<file path="src/rtl/div_sequencer.sv">
`default_nettype none
// ============================================================================
// Module      : div_sequencer
// Description : Iterative restoring divider for RV32M DIV/DIVU/REM/REMU.
//               Sits beside the EX-stage ALU, takes one operation per
//               accepted START and stalls the pipeline through BUSY while
//               the WIDTH-step sequence runs. A divisor of zero and signed
//               overflow return their architectural results directly, one
//               cycle after START.
// Ports       : CLK     - clock, rising edge
//               RESET   - asynchronous reset, active low
//               START   - launch request, honoured only while ACCEPT=1
//               OP      - 00 DIV, 01 DIVU, 10 REM, 11 REMU
//               DATA1   - dividend (rs1)
//               DATA2   - divisor (rs2)
//               FLUSH   - synchronous abort back to idle
//               ACCEPT  - ready for a new operation (IDLE or DONE)
//               BUSY    - sequence in progress (CALC or FIXUP)
//               DONE    - one-cycle pulse, RESULT valid
//               RESULT  - quotient or remainder, held until next launch
// Revision    : 1.0 - initial release
// ============================================================================
module div_sequencer #(
    parameter int WIDTH = 32,
    parameter int CNT_W = 6
) (
    input  logic             CLK,
    input  logic             RESET,
    input  logic             START,
    input  logic [1:0]       OP,
    input  logic [WIDTH-1:0] DATA1,
    input  logic [WIDTH-1:0] DATA2,
    input  logic             FLUSH,
    output logic             ACCEPT,
    output logic             BUSY,
    output logic             DONE,
    output logic [WIDTH-1:0] RESULT
);

    localparam logic [WIDTH-1:0] MIN_NEG = {1'b1, {(WIDTH-1){1'b0}}};

    typedef enum logic [1:0] {
        S_IDLE  = 2'd0,
        S_CALC  = 2'd1,
        S_FIXUP = 2'd2,
        S_DONE  = 2'd3
    } state_t;

    state_t state;
    state_t state_nxt;

    // Operation context captured at launch
    logic             rem_sel;     // 1: deliver remainder, 0: quotient
    logic             neg_quot;    // quotient needs sign correction
    logic             neg_rem;     // remainder needs sign correction
    logic [WIDTH-1:0] divisor;
    logic [WIDTH-1:0] quot;        // dividend shifts out, quotient shifts in
    logic [WIDTH:0]   rem;         // partial remainder, one guard bit
    logic [CNT_W-1:0] cnt;

    // Launch-time decode of the incoming operands
    logic             op_signed;
    logic             d1_neg;
    logic             d2_neg;
    logic [WIDTH-1:0] abs1;
    logic [WIDTH-1:0] abs2;
    logic             div_zero;
    logic             overflow;
    logic             launch;
    logic             last_step;

    assign op_signed = ~OP[0];
    assign d1_neg    = op_signed & DATA1[WIDTH-1];
    assign d2_neg    = op_signed & DATA2[WIDTH-1];
    assign abs1      = d1_neg ? (~DATA1 + 1'b1) : DATA1;
    assign abs2      = d2_neg ? (~DATA2 + 1'b1) : DATA2;
    assign div_zero  = (DATA2 == '0);
    assign overflow  = op_signed && (DATA1 == MIN_NEG) && (DATA2 == '1);
    assign last_step = (cnt == CNT_W'(WIDTH - 1));

    // One restoring step. The guard bit of rem takes part in the trial
    // subtract, so a shifted remainder up to 2*divisor-1 is compared exactly
    // and the borrow lands in the extra top bit of the difference.
    logic [WIDTH+1:0] shifted;
    logic [WIDTH+1:0] trial;
    logic             restore;

    assign shifted = {rem, quot[WIDTH-1]};
    assign trial   = shifted - {2'b00, divisor};
    assign restore = trial[WIDTH+1];

    // Sign correction applied in FIXUP (two's complement, modulo 2^WIDTH)
    logic [WIDTH-1:0] quot_fix;
    logic [WIDTH-1:0] rem_fix;

    assign quot_fix = neg_quot ? (~quot + 1'b1) : quot;
    assign rem_fix  = neg_rem  ? (~rem[WIDTH-1:0] + 1'b1) : rem[WIDTH-1:0];

    // ------------------------------------------------------------------
    // State register
    // ------------------------------------------------------------------
    always_ff @(posedge CLK or negedge RESET) begin
        if (!RESET) begin
            state <= S_IDLE;
        end else begin
            state <= state_nxt;
        end
    end

    // ------------------------------------------------------------------
    // Next-state and status decode
    // ------------------------------------------------------------------
    always_comb begin
        state_nxt = state;
        launch    = 1'b0;
        ACCEPT    = 1'b0;
        BUSY      = 1'b0;
        DONE      = 1'b0;
        case (state)
            S_IDLE, S_DONE: begin
                ACCEPT = 1'b1;
                DONE   = (state == S_DONE);
                if (FLUSH) begin
                    state_nxt = S_IDLE;
                end else if (START) begin
                    launch    = 1'b1;
                    state_nxt = (div_zero || overflow) ? S_DONE : S_CALC;
                end else begin
                    state_nxt = S_IDLE;
                end
            end
            S_CALC: begin
                BUSY = 1'b1;
                if (FLUSH) begin
                    state_nxt = S_IDLE;
                end else if (last_step) begin
                    state_nxt = S_FIXUP;
                end
            end
            S_FIXUP: begin
                BUSY      = 1'b1;
                state_nxt = FLUSH ? S_IDLE : S_DONE;
            end
            default: begin
                state_nxt = S_IDLE;
            end
        endcase
    end

    // ------------------------------------------------------------------
    // Datapath
    // ------------------------------------------------------------------
    always_ff @(posedge CLK or negedge RESET) begin
        if (!RESET) begin
            rem_sel  <= 1'b0;
            neg_quot <= 1'b0;
            neg_rem  <= 1'b0;
            divisor  <= '0;
            quot     <= '0;
            rem      <= '0;
            cnt      <= '0;
            RESULT   <= '0;
        end else if (launch) begin
            rem_sel  <= OP[1];
            neg_quot <= d1_neg ^ d2_neg;
            neg_rem  <= d1_neg;
            divisor  <= abs2;
            quot     <= abs1;
            rem      <= '0;
            cnt      <= '0;
            // Fast paths publish their architectural result immediately
            if (div_zero) begin
                RESULT <= OP[1] ? DATA1 : '1;
            end else if (overflow) begin
                RESULT <= OP[1] ? '0 : MIN_NEG;
            end
        end else if (state == S_CALC && !FLUSH) begin
            rem  <= restore ? shifted[WIDTH:0] : trial[WIDTH:0];
            quot <= {quot[WIDTH-2:0], ~restore};
            cnt  <= cnt + CNT_W'(1);
        end else if (state == S_FIXUP && !FLUSH) begin
            RESULT <= rem_sel ? rem_fix : quot_fix;
        end
    end

endmodule
`default_nettype wire

</file>
<file path="config.mk">
export PLATFORM = sky130hd
export DESIGN_NAME = div_sequencer
export DESIGN_NICKNAME = d
export VERILOG_FILES = /design/src/rtl/div_sequencer.sv
export SDC_FILE = /design/constraint.sdc
export NUM_CORES = 1
export LEC_CHECK = 0
export BUFFER_PORTS_ARGS = -buffer_cell sky130_fd_sc_hd__buf_2
export CORE_AREA = 2 2 219 135
export CTS_CLUSTER_SIZE = 25
export DETAILED_ROUTE_END_ITERATION = 6
export DIE_AREA = 0 0 221 137
export GPL_TIMING_DRIVEN = 1
export PLACE_DENSITY = 0.68
export RECOVER_POWER = 25
export SLEW_MARGIN = 0
export SYNTH_ARGS = -nofsm -noshare
export SYNTH_HDL_FRONTEND = slang
export SYNTH_SLANG_ARGS = --single-unit
</file>
<file path="constraint.sdc">
create_clock -name CLK -period 3.3 [get_ports CLK]
set_input_delay 0.66 -clock CLK [delete_from_list [all_inputs] [get_ports CLK]]
set_output_delay 0.66 -clock CLK [all_outputs]
set_load 0.02 [all_outputs]
</file>
==> flow_summary.ini <==
[yosys]
avgSynthCellArea_um2 = 8.32
synth_commonest_cells = o21ai_0 (166), nand2_1 (143), dfrtp_1 (140)
yosysSeqAreaShare = 0.314
syn_area_mm2 = 0.0112
synth_top_area_share = 0.314
syn_inst = 1341
syn_nets = 1453
synth-edff-count = 0
synth-adder-area-share = 0.0477
synth_mux_area_frac = 0.0252
yosysWarnings = 0
synth-xor-area-share = 0.116
synthArstFlopShare = 1.00
synthFlopType = dfrtp_1
synth_largest_area_cell = dfrtp_1
synth_area_leaders = dfrtp_1 (31%), o21ai_0 (7.4%), xor2_1 (5.6%)
synth-compound-area-share = 0.268
synth_top_family_by_area = compound AO/OA/AOI/OAI gates
ys_types = 73
yosys.area_share.simple = 0.178
synth_most_common_cell = o21ai_0
ys_seq_elements = 140

[power]
power-per-cell-area_mw_per_mm2 = 860
p_switching_mw = 5.43
seqPwrFrac = 0.261
max-vdd-ir-drop_v = 0.000442
totalPowerFinal_mw = 11.8
pwr-share-clk = 0.178
power.internal_mw = 6.36
cellLeakagePower_nw = 6.00
swShare = 0.460
p_comb_frac = 0.561

[cts]
cts.clk_slew.worst_paths_ns = 0.07
cts_root_buffer = clkbuf_16
cts_tree = built
cts.path.max_buffers = 2
h-tree-depth = 4
holdBufCountCts = 0
cts_made_buffers = 17
cts.sinks = 140
clk_latency_ns = 0.45

[run_status]
violations = max-capacitance violations, max-slew violations
status = finished with violations

[drt]
routed_wl_um = 36500
drt-initial-drc-count = 1169
wire_per_inst_um = 19.1
drtAntennaViolNets = 0
viasPerCell = 5.84
first_pass_iters = 6
drc = 0
routed-via-count = 11100

[grt]
grt_pass1_vias = 10500
grt_pass1_wl_um = 57500
grt_usage = 0.240
gr-total-overflow = 0
grt_max_degree = 70
antenna_found_initial = 0

[critical_path]
critPathBufInv = 1
crit_chain = ha_1, buf_4, nand2_1, o21ai_0, a21o_1, a31oi_1, o311ai_0, or3_1, mux2i_1, or4_1, nand2_1
crit_slowest_cell = o311ai_0
critPathMaxFanout = 5
worst_setup_path_start_kind = register
crit_path_frequent_cell = nand2_1
endpoint_kind = register
worst-setup-path-type = reg2reg
cp_slowest_stage_delay_ns = 0.79
crit_family = compound AO/OA/AOI/OAI gates
crit_arrival_ns = 3.60
cp.required_ns = 3.68

[run]
drv_cap = 1

[place]
portBuffers = 104
dp.final_hpwl_um = 27100
place_area_mm2 = 0.0129
globalplace.congestion = 0.926

[floorplanning]
ios = 105
core_area_mm2 = 0.0283
die_area_mm2 = 0.0303
rows = 48
start_util = 0.395
die_h_um = 137
die_width_um = 221

[timing]
fmax_mhz = 311
worstMarginPinSlew_ns = 1.79
min_period_ns = 3.22
period_share = 0.976
setup_viol = 0
hold_violations = 0
skew_ns = 0.00858
finalMaxSlewViolations = 66
relSlewSlack = -0.191
hold_slack_ns = 0.476

[finish]
finalInstanceArea_mm2 = 0.0137
fillCellCount = 2709
diodes = 0
fin_nets = 1631
area_growth_pct = 22.9
ff_latch_area_mm2 = 0.00350
multi_input_area_mm2 = 0.00728
drive_gt1_frac = 0.227

[hold_path]
hp-class = reg2reg
[cell families after synthesis]
kind of cell / count (synthesis)
AOI/OAI and AO/OA: 455
xor gates and xnor gates: 145
adders and majority gates: 42
buffers and inverters: 137
DFF: 140
muxes: 28
and+or+nand+nor: 394
[timing repair]
action | 4_1_cts | 5_1_grt
buffers inserted | 0 | 5
setup endpoints to repair | 4 | 33
pin swaps | 1 | 7
resized for setup | 5 | 36
gates cloned | 0 | 1
[state kept, by name, indices dropped and copies added (netlist names), 2 cells and up]
signal	flops
state	2
RESULT	32
divisor	32
cnt	6
rem	33
quot	32
[cell type report]
cell class | instances | share of cell area
flip-flops and latches | 140 | 0.255
well taps | 375 | 0.0342
repair buffers | 240 | 0.119
multi-input cells | 1064 | 0.531
clock buffers | 18 | 0.0313
inverters | 56 | 0.0153
clock inverters | 14 | 0.0143
[layout by cell type, fill, tap and decap left out, types with 56 or more instances in the layout]
cell / instances
buf_2: 103
nor2_1: 81
xor2_1: 72
xnor2_1: 71
dfrtp_1: 139
nand2_1: 142
buf_4: 127
o21ai_0: 161
a21oi_1: 64
inv_1: 56
[power by group through the flow]
stage / logic, mW / registers, mW / clock network, mW
floorplan: 4.07 / 3.03 / 0
global placement: 6.06 / 3.06 / 0
detailed placement: 6.21 / 3.07 / 0
CTS: 6.27 / 3.05 / 2.12
global route: 7.27 / 3.17 / 2.19
finish: 6.62 / 3.08 / 2.10
[stage by stage]
stage,TNS (ns),cells,utilization,worst slack [ns]
global placement,-0.899,1869,0.455,-0.111
CTS,0,1901,0.478,0.00506
floorplan,0,1341,-,0.214
finish,0,1907,0.485,0.0794
global route,-0.198,1907,0.485,-0.0689
detailed placement,-2.74,1869,0.455,-0.187
[worst paths after layout]
check                           startpoint         end  slack [ns]  cells after the start
worst min-delay path            RESULT[25]  RESULT[25]        0.48                      1
min in group asynchronous            RESET  divisor[7]        0.68                      1
max in group asynchronous            RESET    quot[21]        0.70                      2
worst max-delay path               rem[17]     rem[31]        0.08                     11
worst min register to register  RESULT[25]  RESULT[25]        0.48                      1
worst max register to register     rem[17]     rem[31]        0.08                     11
[per-layer routing]
metal  share of wire  GRT usage  vias up
met1            0.48      0.354     5395
li1                -          -     5264
met5               0          0        -
met3           0.083     0.0597       39
met2            0.42      0.352      444
met4           0.015     0.0541        0
Note: power is estimated with default switching activity, not from simulation.
